[src/rtl/gray_decoder.sv]
// gray_decoder: gray-to-binary receiver that checks each sample is a legal single-step increment,
// pulses on wrap, counts wraps (saturating) and latches a sticky error on any illegal step.
module gray_decoder #(
   parameter int WIDTH     = 3,
   parameter int CNT_WIDTH = 8
) (
   input  logic                 clk,
   input  logic                 rst_n,
   input  logic                 valid,
   input  logic [WIDTH-1:0]     gray,
   input  logic                 clear,
   output logic [WIDTH-1:0]     binary,
   output logic                 wrap,
   output logic                 error,
   output logic [CNT_WIDTH-1:0] wrap_cnt
);
   typedef enum logic [1:0] {IDLE, TRACK, ERR} state_t;
   state_t state;
   logic [WIDTH-1:0] last, dec;
   logic same, step, at_max, cnt_full;
   // each binary bit is the parity of the gray bits at and above it
   for (genvar i = 0; i < WIDTH; i++) begin : g_dec
      assign dec[i] = ^(gray >> i);
   end
   always_comb begin
      same     = gray == last;
      step     = dec == binary + WIDTH'(1);
      at_max   = &binary;
      cnt_full = &wrap_cnt;
   end
   always_ff @(posedge clk or negedge rst_n) begin
      if (!rst_n) begin
         state    <= IDLE;
         binary   <= '0;
         last     <= '0;
         wrap     <= 1'b0;
         error    <= 1'b0;
         wrap_cnt <= '0;
      end else begin
         wrap <= 1'b0;
         if (clear) begin
            error    <= 1'b0;
            wrap_cnt <= '0;
            state    <= valid ? TRACK : IDLE;
         end
         if (valid) begin
            binary <= dec;
            last   <= gray;
         end
         if (valid && !clear)
            case (state)
               IDLE: state <= TRACK;
               TRACK:
                  if (!same) begin
                     if (step) begin
                        wrap <= at_max;
                        if (at_max && !cnt_full) wrap_cnt <= wrap_cnt + CNT_WIDTH'(1);
                     end else begin
                        error <= 1'b1;
                        state <= ERR;
                     end
                  end
               default: ;
            endcase
      end
   end
endmodule

[config.mk]
export PLATFORM = sky130hd
export DESIGN_NAME = gray_decoder
export DESIGN_NICKNAME = d
export VERILOG_FILES = /design/src/rtl/gray_decoder.sv
export SDC_FILE = /design/constraint.sdc
export NUM_CORES = 1
export LEC_CHECK = 0
export ABC_AREA = 0
export BUFFER_PORTS_ARGS = -buffer_cell sky130_fd_sc_hd__clkbuf_2
export CAP_MARGIN = 5
export CORE_UTILIZATION = 30
export CTS_CLUSTER_SIZE = 8
export DETAILED_ROUTE_END_ITERATION = 8
export PLACE_DENSITY = 0.55
export SLEW_MARGIN = 5
export SYNTH_ARGS = -nofsm -noshare
export SYNTH_HDL_FRONTEND = slang
export SYNTH_SLANG_ARGS = --single-unit
[constraint.sdc]
create_clock -name clk -period 2.9 [get_ports clk]
set_input_delay 0.29 -clock clk [delete_from_list [all_inputs] [get_ports clk]]
set_output_delay 0.29 -clock clk [all_outputs]
set_load 0.01 [all_outputs]
## Yosys cells after proc, flatten, opt, wreduce, memory -nomap -nowiden

Cells that the tools add are included.

| word-level totals | value |
|---|---|
| input bits | 7 |
| bits in registers | 18 |
| output and inout bits | 13 |
| word-level logic and storage cells | 42 |

| operators by class | value |
|---|---|
| add/subtract/negate cells | 2 |
| reductions and logical operators | 10 |
| eq/ne operators | 3 |
| multiplexer cells | 21 |

Operators by type and width:

| kind | number |
|---|---|
| $mux W8 | 6 |
| $mux W1 | 10 |
| $reduce_xor A3 Y1 | 3 |
| $add A8 B1 Y8 const B | 1 |
| $mux W2 | 4 |
| $reduce_and A8 Y1 | 1 |
| $eq A3 B3 Y1 | 2 |
| $pmux W2 S2 | 1 |
| $add A3 B1 Y3 const B | 1 |
| $reduce_and A3 Y1 | 1 |
| $eq A2 B1 Y1 const B | 1 |
| $logic_and A1 B1 Y1 | 2 |
| $logic_not A1 Y1 | 2 |
| $logic_not A2 Y1 | 1 |

## Logic depth before layout (Yosys ltp)

Gate-level depths: netlist (run 1).

| logic depth | value |
|---|---|
| word-level depth | 8 |
| gate-level depth with buffers | 8 |
| depth with buffers taken out | 7 |

## Worst setup path after synthesis (run 1)

No wires, ideal clock.

| timing path | value |
|---|---|
| path type | flip-flop to flip-flop |
| start | reg binary[0] |
| end | reg state[0] |
| data arrival time | 2.092 ns |
| stages on the path, launching flop included | 9 |
| period minus slack after synthesis | 2.212 ns |
| setup slack | 0.688 ns |
| library setup time | 0.120 ns |
| path buffers | 1 |
| cells stage by stage | dfrtp_1 ha_1 ha_1 and3b_1 and3_1 nor4_4 buf_4 nand3b_1 a21boi_1 |

| between the ends | value |
|---|---|
| cells in the longest elaborated chain, start to end | 6 |

Ends and longest elaborated chain:

| element | line | source |
|---|---|---|
| start: declaration | 12 | `output logic [WIDTH-1:0] binary,` |
| start signal: assignment | 34 | `binary <= '0;` |
| start signal: assignment | 47 | `binary <= dec;` |
| $add A3 B1 Y3 | 27 | `step = dec == binary + WIDTH'(1);` |
| $eq A3 B3 Y1 | 27 |  |
| $mux W2 | 55 | `if (step) begin` |
| $mux W2 | 54 | `if (!same) begin` |
| $pmux W2 S2 | 51 | `case (state)` |
| $mux W2 | 50 | `if (valid && !clear)` |
| end signal: assignment | 44 | `state <= valid ? TRACK : IDLE;` |
| end: declaration | 18 | `state_t state;` |

No other way between the ends.
A chain may end at the register's enable or synchronous reset.

## Worst setup path in the final report (run 1)

| timing path | value |
|---|---|
| start | reg binary[0] |
| end | reg wrap_cnt[5] |

| between the ends | value |
|---|---|
| cells in the longest elaborated chain, start to end | 7 |
| elaborated cells on any way between the ends | 9 |

Ends and longest elaborated chain:

| element | line | source |
|---|---|---|
| parallel branches: the longest is 3 deep, another holds $add A3 B1 Y3 | - |  |
| $mux W8 (*) | 55 |  |
| $mux W8 (*) | 54 |  |
| $mux W8 (*) | 51 |  |
| $mux W8 (*) | 50 |  |
| end signal: assignment | 57 | `if (at_max && !cnt_full) wrap_cnt <= wrap_cnt + CNT_WIDTH'(1);` |
| end: declaration | 15 | `output logic [CNT_WIDTH-1:0] wrap_cnt` |

Mark *: on every way between the ends.

==> results of run 1 <==
==> through the flow <==
stage               total power, mW  setup slack [ns]  hold WS, ns
floorplan                     0.355             0.688     -0.00559
finish                        0.508             0.483        0.301
detailed placement            0.388             0.523        0.256
global route                  0.546             0.332        0.299
CTS                           0.519             0.494        0.292
global placement              0.383             0.605        0.250
==> sequential cells by signal, indices dropped and copies added (netlist names) <==
signal	count
binary	3
error	1
last	2
state	2
wrap	1
wrap_cnt	8
==> repair_timing <==
item	CTS	global route
endpoints found under the hold margin	17	0
setup endpoints to repair	0	0
setup buffers	0	0
hold buffers	1	0
==> per-layer routing <==
metal  wire (um)  part of all wire [%]
met5           0                     0
met4           0                     0
met3          99                   5.2
met2         912                    47
met1         911                    47
==> Yosys cell counts <==
cell | instances | area (sq um)
sky130_fd_sc_hd__a21boi_1 | 1 | 7.51
sky130_fd_sc_hd__a21oi_1 | 9 | 45.0
sky130_fd_sc_hd__a31oi_1 | 1 | 6.26
sky130_fd_sc_hd__and2_1 | 1 | 6.26
sky130_fd_sc_hd__and3_1 | 2 | 12.5
sky130_fd_sc_hd__and3b_1 | 1 | 8.76
sky130_fd_sc_hd__and4_1 | 1 | 8.76
sky130_fd_sc_hd__and4_4 | 1 | 11.3
sky130_fd_sc_hd__buf_2 | 3 | 15.0
sky130_fd_sc_hd__buf_4 | 2 | 15.0
sky130_fd_sc_hd__clkbuf_1 | 1 | 3.75
sky130_fd_sc_hd__dfrtp_1 | 17 | 425
sky130_fd_sc_hd__ha_1 | 3 | 37.5
sky130_fd_sc_hd__inv_1 | 2 | 7.51
sky130_fd_sc_hd__mux2_2 | 4 | 45.0
sky130_fd_sc_hd__nand2_1 | 4 | 15.0
sky130_fd_sc_hd__nand2b_1 | 2 | 12.5
sky130_fd_sc_hd__nand3_1 | 4 | 20.0
sky130_fd_sc_hd__nand3b_1 | 2 | 15.0
sky130_fd_sc_hd__nand4_1 | 2 | 12.5
sky130_fd_sc_hd__nor2_1 | 2 | 7.51
sky130_fd_sc_hd__nor3_1 | 1 | 5.00
sky130_fd_sc_hd__nor4_4 | 1 | 21.3
sky130_fd_sc_hd__nor4b_2 | 1 | 15.0
sky130_fd_sc_hd__nor4bb_1 | 1 | 10.0
sky130_fd_sc_hd__o21ai_0 | 3 | 15.0
sky130_fd_sc_hd__o31ai_1 | 6 | 45.0
sky130_fd_sc_hd__or3_1 | 1 | 6.26
sky130_fd_sc_hd__or3b_1 | 1 | 8.76
sky130_fd_sc_hd__or4_1 | 6 | 45.0
sky130_fd_sc_hd__xnor2_1 | 6 | 52.6
==> power by group <==
group / internal [mW] / switching [mW]
sequential: 0.253 / 0.0122
clock: 0.0534 / 0.0710
combinational: 0.0519 / 0.0661
total: 0.358 / 0.149
==> logic make-up (layout without fill, tap and decap cells) <==
group,after synthesis,in the layout,synth area share [%]
multiplexers,4,4,4.68
adder cells (fa/ha/maj),3,3,3.90
AO/OA/AOI/OAI,20,20,12.4
buffers and inverters,8,27,4.29
XOR/XNOR,6,6,5.46
flip-flops,17,17,44.2
AND/OR/NAND/NOR,34,34,25.1
==> area by class of cell <==
cell class                 instances  area (sq um)  share of cell area [%]
multi-input combinational         67           495                    44.1
sequential                        17           425                    37.9
timing repair buffer              21           113                    10.0
tap                               44          55.1                    4.91
clock buffer                       4          26.3                    2.34
inverter                           2          7.51                   0.669
==> final timing paths <==
path / from / endpoint / slack, ns
max in group asynchronous: rst_n / last[1] / 2.13
hold / removal: valid / binary[1] / 0.30
hold reg to reg: state[1] / state[1] / 0.52
min in group asynchronous: rst_n / error / 0.47
setup reg to reg: binary[0] / wrap_cnt[5] / 0.48
setup / recovery: binary[0] / wrap_cnt[5] / 0.48
==> out/summary.md, run 1 <==
* 15.8% — Global Route met1 Usage
* 102 — Post-Syn Nets
* 0 ns — Setup TNS Final
* 3 — clock buffer count from CTS
* 92 — synthesized netlist cell count
* 19 — maximum number of pins on one net before global-route repair
* 0.00231 ns — clock skew
* 19 x sky130_fd_sc_hd__clkbuf_2, 17 x sky130_fd_sc_hd__dfrtp_1, 9 x sky130_fd_sc_hd__a21oi_1 — commonest non-fill, non-tap cells in the layout
* register — kind of start point of the critical path
* 0 — final hold violations
* 36.8% — final core utilization
* 18 — CP Max Fanout
* 16.6% — layout-stage area growth over the synthesis result
* 0 — max-slew violation count
* 318 uV — Worst VDD drop
* 31 — distinct cell type count after synthesis
* 0.51 ns — Slowest Stage Delay on Critical Path
* met2 — GRT Max-Usage Layer
* 0 — number of nets with antenna violations after routing
* 1120 sq um — final instance area
* 0 — number of maximum-capacitance constraint violations
* 8 — DRT iter0 DRCs
* 0 — post_cts resized
* 0 — antenna violations before repair
* 0 — DRC violation count after routing
* 19 — number of I/O port buffers
* 1090 sq um — Area after DPL
* primary input to register — type of the most critical hold path
* 0 — Warnings, synthesis
* 0 — Remaining Overflow, GRT
* 3330 um — wire length of the first global-routing pass
* 786 — total vias in the final route
* false — unrepaired setup endpoints after global routing
* 8 — cell depth of the worst setup path
* 4 — router iterations before antenna repair
* register to register — category of the most critical setup path
* 0.482 ns — Worst Tran Pin Value
* 17 — flip-flop and latch count after synthesis
* 414 MHz — fmax
* 0.731 — weighted congestion at the end of routability-driven global placement
* built — TritonCTS clock tree
* 31.5% — initial cell density of the core
* 0.477 nW — standby leakage power
* 10.5 sq um — syn_area_per_cell
* 8 — worst r2r path cells
* 334 — fill cell count
* 962 sq um — post-synth design cell area
* 1 — CTS HTree Levels
* 0 — Final Setup Violations
* 44.2% — sequential cell area fraction in the yosys report
* 12.4 um — mean routed wirelength per cell
* 2 — Hold Crit Depth
* 1920 um — wire length reported by the detailed router
* 22.0% — met2 usage in global routing
* 20 — I/O pin cnt
* 17 — sinks on the clock net
* 1 — count of buffering cells on the critical path with inverters included
* 3.11 ns — required time reported for the critical path endpoint
* 2 — Longest Clk Path Bufs
* 83.3% — final cycle utilization of the critical path
* 150 — placed instance count
* simple AND/OR/NAND/NOR gates — cell family contributing the most delay on the critical path
* sky130_fd_sc_hd__ha_1 — library cell appearing most often on the critical path
* 4.62% — met3 global-route usage
* 0.28 ns — clock latency of the later-clocked register in the worst-skew pair
* 5.07 — number of vias per cell after detailed routing
* register — Critical Path End Type
* 3050 sq um — core box area
* 3440 sq um — Die Outline Area
* 58.6 um — die extent in y
* complete, no violations — run status
* sky130_fd_sc_hd__clkbuf_4 — root cell of the clock tree
* 20 — row count
* 0 — diodes inserted
* 58.6 um — floorplan die width
* 12.8% — All-Layer GR Usage
* ha_1 -> ha_1 -> nor2_1 -> nor4b_2 -> nor4_4 -> buf_4 -> or4_1 -> a21oi_1 — critical path, cell by cell
* 2.42 ns — post-layout minimum cycle time
* 769 — number of global-route vias before repair
* sky130_fd_sc_hd__or4_1 — slowest CP cell
* 1390 um — HPWL reported at the end of detailed placement
* 122 — Net count, final
* 452 nW/um^2 — total power per unit cell area
* 27.0% — ratio of cells with drive above 1 in the final layout
* sky130_fd_sc_hd__clkbuf_2 — commonest non-fill, non-tap cell in the layout
* 0.10 ns — CTS clk-pin slew, worst paths
* 67.8% — headroom to the max-slew limit
* 155 — number of non-filler instances in the completed layout
* 2.63 ns — Arrival @ worst endpoint
No activity file was read; power rests on OpenSTA's default activity.
==> run 2: changes to the inputs <==
- PLACE_DENSITY: 0.55 -> 0.57
- clock period: 2.9 -> 2.05 ns (I/O delays scaled with it)
==> out/summary.md, run 2 (synthesized netlist as in run 1, its figures left out) <==
* finished, violations left — run status, was complete, no violations
* negative setup slack — failing checks
* 12.5 um — mean routed wirelength per cell, was 12.4 um
* 20 — row count, unchanged
* 3050 sq um — core box area, unchanged
* 0.11 ns — CTS clk-pin slew, worst paths, was 0.10 ns
* wrap_cnt — register ranked first by flip-flop count, unchanged
* 23.4% — part of the total power dissipated in the clock network, was 24.5%
* 3440 sq um — Die Outline Area, unchanged
* 3260 um — wire length of the first global-routing pass, was 3330 um
* primary input to register — type of the most critical hold path, unchanged
* true — unrepaired setup endpoints after global routing, was false
* 0 — max-slew violation count, unchanged
* 102% — final cycle utilization of the critical path, was 83.3%
* register to register — category of the most critical setup path, unchanged
* 0.243 mW — power spent charging and discharging nets, was 0.149 mW
* 30.9% — Net Sw Frac, was 29.4%
* 0.787 mW — Final Power, was 0.508 mW
* 12.5% — All-Layer GR Usage, was 12.8%
* 815 — total vias in the final route, was 786
* register — Critical Path End Type, unchanged
* 2.09 ns — post-layout minimum cycle time, was 2.42 ns
* 40.5% — ratio of cells with drive above 1 in the final layout, was 27.0%
* 0.544 mW — Internal Power, was 0.358 mW
* ha_2 -> ha_4 -> and3b_1 -> and3_4 -> nor4_4 -> buf_12 -> or4_4 -> a21oi_2 — critical path, cell by cell, was ha_1 -> ha_1 -> nor2_1 -> nor4b_2 -> nor4_4 -> buf_4 -> or4_1 -> a21oi_1
* 28.7% — layout-stage area growth over the synthesis result, was 16.6%
* 18 — CP Max Fanout, unchanged
* sky130_fd_sc_hd__clkbuf_2 — commonest non-fill, non-tap cell in the layout, unchanged
* 435 uV — Worst VDD drop, was 318 uV
* 0 — number of nets with antenna violations after routing, unchanged
* 0.00888 ns — clock skew, was 0.00231 ns
* 19 — maximum number of pins on one net before global-route repair, unchanged
* 0 — antenna violations before repair, unchanged
* sky130_fd_sc_hd__or4_4 — slowest CP cell, was sky130_fd_sc_hd__or4_1
* 3 — Final Setup Violations, was 0
* register — kind of start point of the critical path, unchanged
* 20 — I/O pin cnt, unchanged
* 58.6 um — floorplan die width, unchanged
* 763 — number of global-route vias before repair, was 769
* 47.4% — share of power burned in registers, was 52.3%
* 19 — number of I/O port buffers, unchanged
* 0 — Remaining Overflow, GRT, unchanged
* 40.6% — final core utilization, was 36.8%
* 0.30 ns — clock latency of the later-clocked register in the worst-skew pair, was 0.28 ns
* 478 MHz — fmax, was 414 MHz
* 1990 um — wire length reported by the detailed router, was 1920 um
* 19 x sky130_fd_sc_hd__clkbuf_2, 17 x sky130_fd_sc_hd__dfrtp_1, 7 x sky130_fd_sc_hd__a21oi_1 — commonest non-fill, non-tap cells in the layout, was 19 x sky130_fd_sc_hd__clkbuf_2, 17 x sky130_fd_sc_hd__dfrtp_1, 9 x sky130_fd_sc_hd__a21oi_1
* 0 — diodes inserted, unchanged
* 0.433 ns — Worst Tran Pin Value, was 0.482 ns
* 17 — sinks on the clock net, unchanged
* 0 — DRC violation count after routing, unchanged
* simple AND/OR/NAND/NOR gates — cell family contributing the most delay on the critical path, unchanged
* 5.09 — number of vias per cell after detailed routing, was 5.07
* wrap_cnt (8), binary (3) — Largest regs, unchanged
* 58.6 um — die extent in y, unchanged
* sky130_fd_sc_hd__clkbuf_4 — root cell of the clock tree, unchanged
* 0.206 ns — Post-Route Hold Slack, was 0.301 ns
* 313 — fill cell count, was 334
* 9 — DRT iter0 DRCs, was 8
* 3 — clock buffer count from CTS, unchanged
* -0.0428 ns — final setup margin, was 0.483 ns
* 0 — final hold violations, unchanged
* 636 nW/um^2 — total power per unit cell area, was 452 nW/um^2
* 4 — router iterations before antenna repair, unchanged
* 2.29 ns — required time reported for the critical path endpoint, was 3.11 ns
* 0.520 nW — standby leakage power, was 0.477 nW
* 561 sq um — multi-input gate area in the final layout, was 495 sq um
* 1 — count of buffering cells on the critical path with inverters included, unchanged
* 0.815 — weighted congestion at the end of routability-driven global placement, was 0.731
* 425 sq um — register area, unchanged
* 31.5% — initial cell density of the core, unchanged
* 127 — Net count, final, was 122
* 1 — CTS HTree Levels, unchanged
* 2.33 ns — Arrival @ worst endpoint, was 2.63 ns
* 1400 um — HPWL reported at the end of detailed placement, was 1390 um
* built — TritonCTS clock tree, unchanged
* 0.51 ns — Slowest Stage Delay on Critical Path, about the same
* 29.2% — logic gate share of total power, was 23.2%
* 71.1% — headroom to the max-slew limit, was 67.8%
* 0 — number of maximum-capacitance constraint violations, unchanged
* 8 — max reg flops, unchanged
* 2 — Longest Clk Path Bufs, unchanged
-- run 2: changes by cell type in the layout (fill, tap and decap cells not counted), moves of 2 or more --
cell,previous run,this run
sky130_fd_sc_hd__a21oi_2,0,2
sky130_fd_sc_hd__a21oi_1,9,7
sky130_fd_sc_hd__or4_4,0,2
sky130_fd_sc_hd__or4_1,6,4
sky130_fd_sc_hd__ha_1,3,1
sky130_fd_sc_hd__buf_4,1,5
-- run 2: layout make-up --
class | count | share of cell area [%]
clock buffers | 3 | 1.82
multi-input cells | 67 | 45.3
clock inverters | 1 | 0.404
inverters | 2 | 0.606
repair buffers | 26 | 13.1
well taps | 44 | 4.44
flip-flops and latches | 17 | 34.3
-- run 2: final timing paths --
path | startpoint | cells past startpoint | endpoint | slack, ns
max in group asynchronous | rst_n | 2 | binary[2] | 1.37
min | valid | 2 | binary[1] | 0.21
max | binary[0] | 8 | wrap_cnt[4] | -0.04
min reg2reg | error | 2 | error | 0.53
min in group asynchronous | rst_n | 2 | wrap_cnt[3] | 0.37
max reg2reg | binary[0] | 8 | wrap_cnt[4] | -0.04
-- run 2: layer usage --
metal	share of wire, %	vias to the layer above	global-route usage (%)
met5	0	-	0
met2	47	30	22.0
met1	44	390	14.1
met4	1.4	0	4.76
met3	7.0	4	3.96
li1	-	391	-
-- run 2: per-stage QoR --
stage                     worst slack, ns  std cells  instance area [sq um]  TNS (ns)
after detailed placement           -0.144        155                   1160    -0.730
after global routing               -0.140        160                   1240    -0.618
after floorplan                   -0.0185         92                    982   -0.0185
after global placement            -0.0948        155                   1160    -0.509
final                             -0.0428        160                   1240    -0.105
after CTS                         -0.0762        160                   1210    -0.197
-- run 2: power groups by stage --
| stage | logic, mW | clock network [mW] | registers [mW] |
|---|---|---|---|
| after global routing | 0.251 | 0.204 | 0.376 |
| after floorplan | 0.128 | 0 | 0.386 |
| final | 0.230 | 0.184 | 0.374 |
| after global placement | 0.202 | 0 | 0.379 |
| after detailed placement | 0.210 | 0 | 0.380 |
| after CTS | 0.225 | 0.193 | 0.374 |
-- run 2: repair_timing --
| item | CTS | global route |
|---|---|---|
| resized for setup | 3 | 6 |
| pin swaps | 5 | 1 |
| endpoints found under the setup margin | 6 | 9 |
| setup buffers | 0 | 0 |
| hold endpoints to repair | 17 | 0 |
| hold buffers | 1 | 0 |
==> run 3: changes to the inputs <==
- PLACE_DENSITY: 0.57 -> 0.55
- clock period: 2.05 -> 2.7 ns (I/O delays scaled with it)
==> out/summary.md, run 3 (synthesized netlist as in run 1, its figures left out) <==
* complete, no violations — run status, was finished, violations left
* 0.477 nW — standby leakage power, was 0.520 nW
* 0.546 mW — Final Power, was 0.787 mW
* 0 — Remaining Overflow, GRT, unchanged
* 0.318 ns — Post-Place Worst Slack, was -0.144 ns
* 0 — setup fix buffers added after clock tree synthesis, unchanged
* 8 — max reg flops, unchanged
* 0 — DRC violation count after routing, unchanged
* 1 — CTS HTree Levels, unchanged
* 28 — DRT iter0 DRCs, was 9
* 3050 sq um — core box area, unchanged
* 2.40 ns — post-layout minimum cycle time, was 2.09 ns
* 27.0% — ratio of cells with drive above 1 in the final layout, was 40.5%
* 16.6% — layout-stage area growth over the synthesis result, was 28.7%
* false — unrepaired setup endpoints after global routing, was true
* 1880 um — wire length reported by the detailed router, was 1990 um
* 0.10 ns — CTS clk-pin slew, worst paths, was 0.11 ns
* 0 ns — Setup TNS Final, was -0.105 ns
* 0.30 ns — reg-to-reg setup timing slack, was -0.04 ns
* 487 nW/um^2 — total power per unit cell area, was 636 nW/um^2
* 4 — router iterations before antenna repair, unchanged
* 2 — Longest Clk Path Bufs, unchanged
* 8 — worst r2r path cells, unchanged
* 19 x sky130_fd_sc_hd__clkbuf_2, 17 x sky130_fd_sc_hd__dfrtp_1, 9 x sky130_fd_sc_hd__a21oi_1 — commonest non-fill, non-tap cells in the layout, was 19 x sky130_fd_sc_hd__clkbuf_2, 17 x sky130_fd_sc_hd__dfrtp_1, 7 x sky130_fd_sc_hd__a21oi_1
* 20 — I/O pin cnt, unchanged
* 67.5% — headroom to the max-slew limit, was 71.1%
* 1380 um — HPWL reported at the end of detailed placement, was 1400 um
* 0.731 — weighted congestion at the end of routability-driven global placement, was 0.815
* 0 — Final Setup Violations, was 3
* 5.11 — number of vias per cell after detailed routing, was 5.09
* 0.296 ns — final setup margin, was -0.0428 ns
* 2.91 ns — required time reported for the critical path endpoint, was 2.29 ns
* 18 — CP Max Fanout, unchanged
* wrap_cnt[5] — R2R Path End, was wrap_cnt[4]
* register — kind of start point of the critical path, unchanged
* 21.2% — met2 usage in global routing, was 22.0%
* wrap_cnt (8), binary (3) — Largest regs, unchanged
* 4.62% — met3 global-route usage, was 3.96%
* sky130_fd_sc_hd__clkbuf_2 — commonest non-fill, non-tap cell in the layout, unchanged
* 2.62 ns — Arrival @ worst endpoint, was 2.33 ns
* 0 — diodes inserted, unchanged
* 0.00172 ns — clock skew, was 0.00888 ns
* 17 — sinks on the clock net, unchanged
* met2 — GRT Max-Usage Layer, unchanged
* 15.4% — Global Route met1 Usage, was 14.1%
* binary[0] — worst setup path startpoint, unchanged
* 0.28 ns — clock latency of the later-clocked register in the worst-skew pair, was 0.30 ns
* built — TritonCTS clock tree, unchanged
* 19 — maximum number of pins on one net before global-route repair, unchanged
* 416 MHz — fmax, was 478 MHz
* 0 — number of maximum-capacitance constraint violations, unchanged
* 31.5% — initial cell density of the core, unchanged
* 3 — clock buffer count from CTS, unchanged
* 0 — final hold violations, unchanged
* register — Critical Path End Type, unchanged
* 20 — row count, unchanged
* 778 — number of global-route vias before repair, was 763
* 3280 um — wire length of the first global-routing pass, was 3260 um
* 0 — max-slew violation count, unchanged
* register to register — category of the most critical setup path, unchanged
* 58.6 um — floorplan die width, unchanged
* 0 — antenna violations before repair, unchanged
* 122 — Net count, final, was 127
* binary[0] — startpoint of the most critical register-to-register path, unchanged
* 333 — fill cell count, was 313
* 0.486 ns — Worst Tran Pin Value, was 0.433 ns
* primary input to register — type of the most critical hold path, unchanged
* 2 — Hold Crit Depth, unchanged
* 792 — total vias in the final route, was 815
* wrap_cnt — register ranked first by flip-flop count, unchanged
* 12.1 um — mean routed wirelength per cell, was 12.5 um
* 89.0% — final cycle utilization of the critical path, was 102%
* 3440 sq um — Die Outline Area, unchanged
* 19 — number of I/O port buffers, unchanged
* 58.6 um — die extent in y, unchanged
* 385 uV — Worst VDD drop, was 435 uV
* sky130_fd_sc_hd__clkbuf_4 — root cell of the clock tree, unchanged
* binary[1] — hold endpoint, unchanged
* 0 — number of nets with antenna violations after routing, unchanged
* 12.6% — All-Layer GR Usage, was 12.5%
* valid — hold path startpoint, unchanged
-- run 3: cell type report --
cell class	count	area, sq um	share of cell area [%]
flip-flops and latches	17	425	37.9
inverters	2	7.51	0.669
clock buffers	4	26.3	2.34
well taps	44	55.1	4.91
repair buffers	21	113	10.0
multi-input cells	67	495	44.1
-- run 3: how the worst max path moves through the flow --
stage	endpoint	slack, ns	cells past startpoint
global route	wrap_cnt[5]	0.18	8
global placement	wrap_cnt[5]	0.40	8
finish	wrap_cnt[5]	0.30	8
floorplan	state[0]	0.49	8
CTS	wrap_cnt[4]	0.30	8
detailed placement	wrap_cnt[3]	0.32	8
-- run 3: metal layers --
layer / up-vias / wire (um)
li1: 385 / -
met1: 385 / 877
met2: 22 / 902
met3: 0 / 99
met4: 0 / 0
met5: - / 0
-- run 3: critical path, cell delays in order (launching register included) --
cell                      delay [ns]
sky130_fd_sc_hd__dfrtp_1        0.43
sky130_fd_sc_hd__ha_1           0.22
sky130_fd_sc_hd__ha_1           0.30
sky130_fd_sc_hd__nor2_1         0.14
sky130_fd_sc_hd__nor4b_2        0.31
sky130_fd_sc_hd__nor4_4         0.07
sky130_fd_sc_hd__buf_4          0.19
sky130_fd_sc_hd__or4_1          0.51
sky130_fd_sc_hd__a21oi_1        0.16
-- run 3: stage by stage --
| step | hold WS [ns] | utilization, % | cell area, sq um | cells |
|---|---|---|---|---|
| 6_report | 0.281 | 36.8 | 1120 | 155 |
| 5_1_grt | 0.282 | 36.8 | 1120 | 155 |
| 4_1_cts | 0.276 | 36.8 | 1120 | 155 |
| 3_5_place_dp | 0.234 | 35.6 | 1090 | 150 |
| 3_3_place_gp | 0.230 | 35.6 | 1090 | 150 |
| 2_1_floorplan | -0.0256 | - | 962 | 92 |
-- run 3: timing repair --
item                                   CTS  global route
gates resized for setup                  0             0
endpoints found under the hold margin   17             0
hold buffers                             1             0
setup endpoints to repair                0             0
-- run 3: report_power, final --
part	switching, mW	internal, mW	total [mW]
clock	0.0767	0.0574	0.134
combinational	0.0711	0.0557	0.127
sequential	0.0135	0.272	0.285
total	0.161	0.385	0.546
